[src/rtl/uart_defs.sv]
// Shared UART definitions: frame FSM state encodings, parity convention and default word size.
package uart_defs;

  localparam logic [2:0] ST_IDLE       = 3'd0;
  localparam logic [2:0] ST_DATA       = 3'd1;
  localparam logic [2:0] ST_PARITY_CHK = 3'd2;
  localparam logic [2:0] ST_RESYNC     = 3'd3;
  localparam logic [2:0] ST_STOP       = 3'd4;

  // Even parity: the parity bit equals the XOR of the data bits.
  localparam logic PARITY_ODD = 1'b0;

  localparam int DEFAULT_SIZE = 32;

endpackage

[src/rtl/parity_acc.sv]
// Running XOR of serial bits with synchronous clear (priority) and enable.
module parity_acc (
  input  logic clk_i,
  input  logic rst_i,
  input  logic clr_i,
  input  logic en_i,
  input  logic bit_i,
  output logic acc_o
);

  logic acc_q, acc_d;

  always_comb begin
    acc_d = acc_q;
    if (clr_i)     acc_d = 1'b0;
    else if (en_i) acc_d = acc_q ^ bit_i;
  end

  always_ff @(posedge clk_i) begin
    if (rst_i) acc_q <= 1'b0;
    else       acc_q <= acc_d;
  end

  assign acc_o = acc_q;

endmodule

[src/rtl/uart_rx_arq.sv]
// UART receiver with even-parity check and resend request (ARQ) back to the transmitter.
// Optional error counter output enabled by defining UART_RX_ERR_CNT_EN.
import uart_defs::*;

module uart_rx_arq #(
  parameter int size      = DEFAULT_SIZE,
  parameter int MAX_RETRY = 3
) (
  input  logic            CLK_Baudin,
  input  logic            RstRx,
  input  logic            RxSerialData,
  output logic [size-1:0] DataOut,
  output logic            DoneRx,
  output logic            Flag_out,
  output logic            ParityErr,
  output logic            FrameErr
`ifdef UART_RX_ERR_CNT_EN
  ,
  output logic [7:0]      ErrCount
`endif
);

  localparam int BCW = $clog2(size + 1);
  localparam int RW  = (MAX_RETRY > 0) ? $clog2(MAX_RETRY + 1) : 1;

  logic [2:0]      state_q, state_d;
  logic [BCW-1:0]  bitcnt_q, bitcnt_d;
  logic [RW-1:0]   retry_q, retry_d;
  logic [size-1:0] shreg_q, shreg_d;
  logic [size-1:0] dout_q, dout_d;
  logic            done_q, done_d;
  logic            perr_q, perr_d;
  logic            ferr_q, ferr_d;
  logic            acc_clr, acc_en, acc;
  logic            mismatch, flag;

  parity_acc u_parity_acc (
    .clk_i (CLK_Baudin),
    .rst_i (RstRx),
    .clr_i (acc_clr),
    .en_i  (acc_en),
    .bit_i (RxSerialData),
    .acc_o (acc)
  );

  // Combinational so the transmitter sees the request on the same edge it samples.
  assign mismatch = RxSerialData ^ acc ^ PARITY_ODD;
  assign flag     = (state_q == ST_PARITY_CHK) && mismatch && (int'(retry_q) < MAX_RETRY);

  always_comb begin
    state_d  = state_q;
    bitcnt_d = bitcnt_q;
    retry_d  = retry_q;
    shreg_d  = shreg_q;
    dout_d   = dout_q;
    done_d   = 1'b0;
    perr_d   = perr_q;
    ferr_d   = ferr_q;
    acc_clr  = 1'b0;
    acc_en   = 1'b0;
    case (state_q)
      ST_IDLE: begin
        if (!RxSerialData) begin
          state_d  = ST_DATA;
          bitcnt_d = '0;
          shreg_d  = '0;
          acc_clr  = 1'b1;
        end
      end
      ST_DATA: begin
        shreg_d  = {RxSerialData, shreg_q[size-1:1]};
        acc_en   = 1'b1;
        bitcnt_d = bitcnt_q + BCW'(1);
        if (bitcnt_q == BCW'(size - 1)) state_d = ST_PARITY_CHK;
      end
      ST_PARITY_CHK: begin
        if (flag) begin
          retry_d = retry_q + RW'(1);
          state_d = ST_RESYNC;
        end else begin
          perr_d  = mismatch;
          state_d = ST_STOP;
        end
      end
      ST_RESYNC: begin
        // The resend follows directly with no start bit.
        bitcnt_d = '0;
        acc_clr  = 1'b1;
        state_d  = ST_DATA;
      end
      ST_STOP: begin
        ferr_d  = ~RxSerialData;
        dout_d  = shreg_q;
        done_d  = 1'b1;
        retry_d = '0;
        state_d = ST_IDLE;
      end
      default: state_d = ST_IDLE;
    endcase
  end

  always_ff @(posedge CLK_Baudin) begin
    if (RstRx) begin
      state_q  <= ST_IDLE;
      bitcnt_q <= '0;
      retry_q  <= '0;
      dout_q   <= '0;
      done_q   <= 1'b0;
      perr_q   <= 1'b0;
      ferr_q   <= 1'b0;
    end else begin
      state_q  <= state_d;
      bitcnt_q <= bitcnt_d;
      retry_q  <= retry_d;
      dout_q   <= dout_d;
      done_q   <= done_d;
      perr_q   <= perr_d;
      ferr_q   <= ferr_d;
    end
  end

  always_ff @(posedge CLK_Baudin) begin
    shreg_q <= shreg_d;
  end

  assign DataOut   = dout_q;
  assign DoneRx    = done_q;
  assign Flag_out  = flag;
  assign ParityErr = perr_q;
  assign FrameErr  = ferr_q;

`ifdef UART_RX_ERR_CNT_EN
  logic [7:0] errcnt_q, errcnt_d;
  logic       err_inc;

  assign err_inc = flag || ((state_q == ST_STOP) && (perr_q || !RxSerialData));

  always_comb begin
    errcnt_d = errcnt_q;
    if (err_inc && (errcnt_q != 8'hFF)) errcnt_d = errcnt_q + 8'd1;
  end

  always_ff @(posedge CLK_Baudin) begin
    if (RstRx) errcnt_q <= 8'd0;
    else       errcnt_q <= errcnt_d;
  end

  assign ErrCount = errcnt_q;
`endif

endmodule
[config.mk]
export PLATFORM = sky130hd
export DESIGN_NAME = uart_rx_arq
export DESIGN_NICKNAME = d
export VERILOG_FILES = /design/src/rtl/uart_defs.sv /design/src/rtl/parity_acc.sv /design/src/rtl/uart_rx_arq.sv
export SDC_FILE = /design/constraint.sdc
export NUM_CORES = 1
export LEC_CHECK = 0
export CAP_MARGIN = 20
export CELL_PAD_IN_SITES_DETAIL_PLACEMENT = 1
export CELL_PAD_IN_SITES_GLOBAL_PLACEMENT = 1
export CORE_UTILIZATION = 47
export DETAILED_ROUTE_END_ITERATION = 6
export GPL_ROUTABILITY_DRIVEN = 0
export HOLD_SLACK_MARGIN = 0.1
export PLACE_DENSITY_LB_ADDON = 0.1
export RECOVER_POWER = 100
export SLEW_MARGIN = 40
export SYNTH_ARGS = -nofsm -noshare
export SYNTH_HDL_FRONTEND = slang
export SYNTH_SLANG_ARGS = --single-unit
[constraint.sdc]
create_clock -name CLK_Baudin -period 5.6 [get_ports CLK_Baudin]
set_input_delay 0.84 -clock CLK_Baudin [delete_from_list [all_inputs] [get_ports CLK_Baudin]]
set_output_delay 0.84 -clock CLK_Baudin [all_outputs]
set_load 0.05 [all_outputs]
# Word level (Yosys, flattened, before mapping)
# Index checks and enable logic that the tools add are counted.
[op_classes]
n_bitwise = 3
n_lt_le_gt_ge = 1
eq_ne = 8
add_sub_neg = 2
mux = 14
reduce_logical = 12
[op_table]
columns = ["operator", "count"]
rows = [
  ["32-bit one-hot mux with 2 select lines", 1],
  ["32-bit two-way mux", 1],
  ["6-bit one-hot mux with 3 select lines", 1],
  ["3-bit one-hot mux with 4 select lines", 1],
  ["2-bit AND reduction", 5],
  ["3-bit two-way mux", 3],
  ["6-bit by 1-bit adder with 6-bit output (second input constant)", 1],
  ["3-bit by 2-bit equality test with 1-bit output (second input constant)", 2],
  ["6-bit by 5-bit equality test with 1-bit output (second input constant)", 1],
  ["6-bit two-way mux", 1],
  ["2-bit inequality test (second input constant)", 3],
  ["2-bit one-hot mux with 2 select lines", 1],
  ["2-bit nonzero test", 2],
  ["3-bit by 1-bit equality test with 1-bit output (second input constant)", 1],
  ["3-bit equality test (second input constant)", 1],
  ["3-bit logical NOT", 1],
  ["1-bit two-way mux", 3],
  ["3-bit nonzero test", 1],
  ["2-bit by 1-bit adder with 2-bit output (second input constant)", 1],
  ["1-bit logical AND", 2],
  ["2-bit < comparator (second input constant)", 1],
  ["2-bit two-way mux", 1],
  ["1-bit inverter", 2],
  ["1-bit one-hot mux with 2 select lines", 1],
  ["other kinds (2)", 2],
]
[word_totals]
inputBits = 3
output_inout_bits = 36
ff_bits = 79

# Depth between registers and ports, before layout
[logic_depth]
word_depth = 5
depth_mapped = 5

# Cells and area by module
# Synthesis repeated with hierarchy kept, for this count alone.
[hier_totals]
cells_unflattened = 224
area_unflattened_um2 = 2926.6
[by_module_without_submodules]
columns = ["module", "cells_each", "area_per_inst_um2", "instances"]
rows = [
  ["uart_rx_arq", 220, 2876.5, 1],
  ["parity_acc", 4, 50.0, 1],
]

# Worst setup path before layout
# No wires, ideal clock.
[synth_path]
path_kind = "in2out"
from = "input RxSerialData"
to = "output Flag_out"
t_arrival_ns = 1.744
path_slack_ns = 3.016
cell_stages = 3
t_required_ns = 4.760
path_cell_list = "xnor2_1 > or3_1 > inv_1"
[synth_via]
elab_chain_cells = 3
[synth_lines]
columns = ["item", "line_no", "text"]
rows = [
  ["from (decl)", "uart_rx_arq.sv:11", "input logic RxSerialData,"],
  ["1-bit bitwise XOR", "uart_rx_arq.sv:47", "assign mismatch = RxSerialData ^ acc ^ PARITY_ODD;"],
  ["1-bit logical AND (2 in a row)", "uart_rx_arq.sv:48", "assign flag = (state_q == ST_PARITY_CHK) && mismatch && (int'(retry_q) < MAX_RETRY);"],
  ["to (decl)", "uart_rx_arq.sv:14", "output logic Flag_out,"],
]
# No other way between the ends.

# Final worst setup path
# Ends and elaborated chain as after synthesis.

==> impl_metrics.prom <==
# TYPE chip_impl_metric gauge
chip_impl_info{name="run_status",value="finished with violations"} 1
chip_impl_info{name="failed_checks",value="max-capacitance violations, max-slew violations"} 1
chip_impl_metric{name="cts_htree_levels",unit=""} 3
chip_impl_metric{name="reg2reg_depth",unit=""} 4
chip_impl_info{name="cell_by_cell_listing_of_the_critical_path",value="dlygate4sd3_1 > xnor2_1 > or3_1 > inv_1 > dlygate4sd3_1"} 1
chip_impl_metric{name="max_clock_freq",unit="GHz"} 0.2564
chip_impl_metric{name="via_count",unit=""} 1857
chip_impl_metric{name="antenna_violations_before_repair",unit=""} 0
chip_impl_metric{name="netlist_area",unit="sq um"} 2915
chip_impl_metric{name="vias_in_the_first_global_route",unit=""} 1793
chip_impl_metric{name="postCtsSetupBuffers",unit=""} 0
chip_impl_metric{name="initial_core_util",unit=""} 0.4895
chip_impl_metric{name="die-height",unit="microns"} 80.76
chip_impl_metric{name="worstPathBufferInverterCount",unit=""} 3
chip_impl_info{name="min_delay_worst_endpoint",value="DataOut[0]"} 1
chip_impl_metric{name="finish.net_count",unit=""} 264
chip_impl_metric{name="synth-edff-count",unit=""} 32
chip_impl_info{name="worst_path_max_delay_cell",value="dlygate4sd3_1"} 1
chip_impl_info{name="crit_path_frequent_cell",value="dlygate4sd3_1"} 1
chip_impl_metric{name="fill_cells",unit=""} 591
chip_impl_metric{name="synth_async_sr_flop_share",unit=""} 0
chip_impl_metric{name="slew_viol_final",unit=""} 87
chip_impl_info{name="hp-class",value="reg2reg"} 1
chip_impl_metric{name="leakage",unit="nW"} 1.409
chip_impl_metric{name="largest_net_degree_at_the_start_of_global_routing",unit=""} 35
chip_impl_metric{name="cts_num_sinks",unit=""} 79
chip_impl_metric{name="drtPass1Iterations",unit=""} 4
chip_impl_metric{name="hold_viol_final",unit=""} 0
chip_impl_metric{name="viasPerCell",unit=""} 5.478
chip_impl_metric{name="timing.final.setup_violations",unit=""} 0
chip_impl_info{name="r2r_start",value="state_q[0]"} 1
chip_impl_info{name="ctsRootBufferMaster",value="clkbuf_8"} 1
chip_impl_metric{name="worst_slew_pin_slew",unit="ps"} 1742
chip_impl_info{name="critPathKind",value="in2out"} 1
chip_impl_info{name="most_instantiated_cells_after_synthesis",value="47 x dfxtp_1, 33 x a22o_1, 32 x edfxtp_1"} 1
chip_impl_metric{name="multiInputGateArea",unit="sq um"} 905.9
chip_impl_info{name="grt_setup_unrepaired",value="false"} 1
chip_impl_info{name="postSynth.topFlopCell",value="dfxtp_1"} 1
chip_impl_metric{name="dp_hpwl",unit="microns"} 3479
chip_impl_metric{name="worst_setup_skew_after_layout",unit="ps"} 8.934
chip_impl_metric{name="final.period_utilization",unit=""} 0.6964
chip_impl_metric{name="floorplan.die_area",unit="sq um"} 6521
chip_impl_metric{name="worst_setup_hold_path_clk_slew",unit="ps"} 80
chip_impl_metric{name="max_fanout_on_critical_path",unit=""} 8
chip_impl_info{name="crit_path_start_kind",value="primary input"} 1
chip_impl_metric{name="hold-worst-slack",unit="ps"} 460.0
chip_impl_metric{name="post_synth_num_cell_types",unit=""} 37
chip_impl_metric{name="grt.overflow.total",unit=""} 0
chip_impl_metric{name="ys_ff_latch",unit=""} 79
chip_impl_metric{name="io_pins",unit=""} 39
chip_impl_metric{name="relSlewSlack",unit=""} -0.1612
chip_impl_metric{name="port-buffer-count",unit=""} 38
chip_impl_metric{name="fp.coreArea",unit="sq um"} 5956
chip_impl_metric{name="violation_count_after_the_first_detailed_route_iteration",unit=""} 104
chip_impl_metric{name="detail_route.drc_violations",unit=""} 0
chip_impl_metric{name="drtAntennaViolNets",unit=""} 0
chip_impl_metric{name="synth-seq-area-share",unit=""} 0.6524
chip_impl_metric{name="tns",unit="ps"} 0
chip_impl_metric{name="detail_route.wl_per_cell",unit="microns"} 16.68
chip_impl_info{name="cts_tree",value="yes"} 1
chip_impl_metric{name="critical_path_arrival",unit="ps"} 3060
chip_impl_metric{name="numCtsBuffers",unit=""} 9
chip_impl_metric{name="cap_viol_max_count",unit=""} 3
chip_impl_metric{name="cts_hold_buf",unit=""} 0
chip_impl_metric{name="min_path_cells",unit=""} 1
chip_impl_metric{name="post_cts_resize_count",unit=""} 0
chip_impl_metric{name="layout_cells_sized_above_1",unit=""} 0.06818
chip_impl_info{name="yosys_top_cell_by_area",value="edfxtp_1"} 1
chip_impl_metric{name="clock_tree.buffer_depth",unit=""} 2
chip_impl_metric{name="routed_wire_length",unit="microns"} 5653
chip_impl_info{name="origin_of_the_worst_min_delay_path",value="shreg_q[0]"} 1
chip_impl_metric{name="vdd_ir_drop_max",unit="V"} 0.0002207
chip_impl_metric{name="area.sequential",unit="sq um"} 1902
chip_impl_metric{name="postSynthCellCount",unit=""} 221
chip_impl_metric{name="die_width",unit="microns"} 80.76
chip_impl_info{name="worstSetupEndpointType",value="output port"} 1
chip_impl_info{name="regToRegEndpoint",value="bitcnt_q[0]"} 1
chip_impl_metric{name="worst_ep_required_time",unit="ps"} 4760
chip_impl_metric{name="synth.top_cell.area_share",unit=""} 0.3296
chip_impl_metric{name="grt_pass1_wl",unit="microns"} 9073
chip_impl_metric{name="ys.warnings.count",unit=""} 0
chip_impl_metric{name="flow.area_growth_from_synthesis",unit="%"} 22.40
chip_impl_metric{name="synthesis.nets",unit=""} 226
chip_impl_metric{name="antenna_cells_inserted",unit=""} 0
chip_impl_info{name="critical_path.top_delay_family",value="buffers and inverters"} 1
chip_impl_metric{name="track_usage",unit=""} 0.1918
chip_impl_metric{name="postSynthAreaPerCell",unit="sq um"} 13.19
chip_impl_metric{name="cpPeakStageDelay",unit="ps"} 860
chip_impl_info{name="synth.most_common_cell",value="dfxtp_1"} 1
chip_impl_metric{name="power-per-cell-area",unit="nW/um^2"} 468.4
chip_impl_metric{name="placement_rows",unit=""} 28
chip_impl_info{name="synth.area.top_cells",value="edfxtp_1 33%, dfxtp_1 32%, a22o_1 9.9%, and2_1 6.7%, a211oi_1 1.3%"} 1
chip_impl_metric{name="crit_path_time_final",unit="ps"} 3900
chip_impl_metric{name="reg2reg_setup_slack",unit="ps"} 2730
chip_impl_metric{name="worst_skew_pair.late_latency",unit="ps"} 350
[placed cells by master (no fill, tap or decap), drive strengths merged, types with 2 or more instances in the layout]
| master | n |
|---|---|
| xnor2 | 2 |
| a22o | 33 |
| dfxtp | 47 |
| o21ai | 4 |
| a211oi | 6 |
| edfxtp | 32 |
| a21oi | 6 |
| nand2 | 4 |
| ha | 2 |
| inv | 3 |
| or4 | 3 |
| dlygate4sd3 | 38 |
| and2 | 31 |
| nand2b | 2 |
| nor3b | 2 |
| nor3 | 2 |
| o31ai | 4 |
| or3 | 5 |
| nor2 | 5 |
| bufinv | 4 |
| clkbuf | 14 |
[routing by layer]
layer  vias to the layer above  part of all wire  track usage  wire [microns]
met5                         -                 0            0               0
met4                         0             0.016      0.09107              89
met3                        10             0.035      0.05506             197
met2                        36              0.45       0.2839            2520
met1                       908              0.50       0.2591            2846
li1                        903                 -            -               -
[sequential cells by signal, summed over array words and instances (netlist names)]
register and count:
state_q 3, DoneRx 1, shreg_q 32, FrameErr 1
ParityErr 1, retry_q 2, bitcnt_q 6, u_parity_acc.acc_o 1
DataOut 32
[logic make-up after synthesis]
kind of cell / after synthesis / synth area share
compound gates: 60 / 0.1670
xor+xnor: 3 / 0.009015
buf+inv: 17 / 0.02747
simple gates: 60 / 0.1356
fa+ha+maj: 2 / 0.008582
flops: 79 / 0.6524
[worst max-delay path by stage]
stage | startpoint | to | slack, ps | depth (start not counted)
2_1_floorplan | RxSerialData | Flag_out | 3020 | 3
3_3_place_gp | RxSerialData | Flag_out | 1880 | 5
3_5_place_dp | RxSerialData | Flag_out | 1840 | 5
4_1_cts | RxSerialData | Flag_out | 1840 | 5
5_1_grt | RxSerialData | Flag_out | 1610 | 5
6_report | RxSerialData | Flag_out | 1700 | 5
[metrics by stage]
step,total power [mW],instance area [sq um],setup WS [ps],cells,utilization
detailed placement,1.155,3357,1843,323,0.5637
global placement,1.139,3351,1880,323,0.5626
finish,1.671,3568,1700,339,0.5992
CTS,1.706,3617,1839,339,0.6074
floorplan,1.054,2915,3016,221,-
global route,1.759,3568,1611,339,0.5992
[cell type report]
| cell class | instances | area share |
|---|---|---|
| clock inverter | 5 | 0.03612 |
| sequential | 79 | 0.5330 |
| clock buffer | 11 | 0.03682 |
| timing repair buffer | 42 | 0.1119 |
| tap | 75 | 0.02630 |
| inverter | 2 | 0.002104 |
| multi-input combinational | 125 | 0.2539 |
[where the power goes]
group	internal [mW]	switching, mW	total, mW
registers	0.787	0.0887	0.875
clock network	0.343	0.206	0.549
logic	0.0830	0.164	0.247
(Power assumes the default switching activity.)
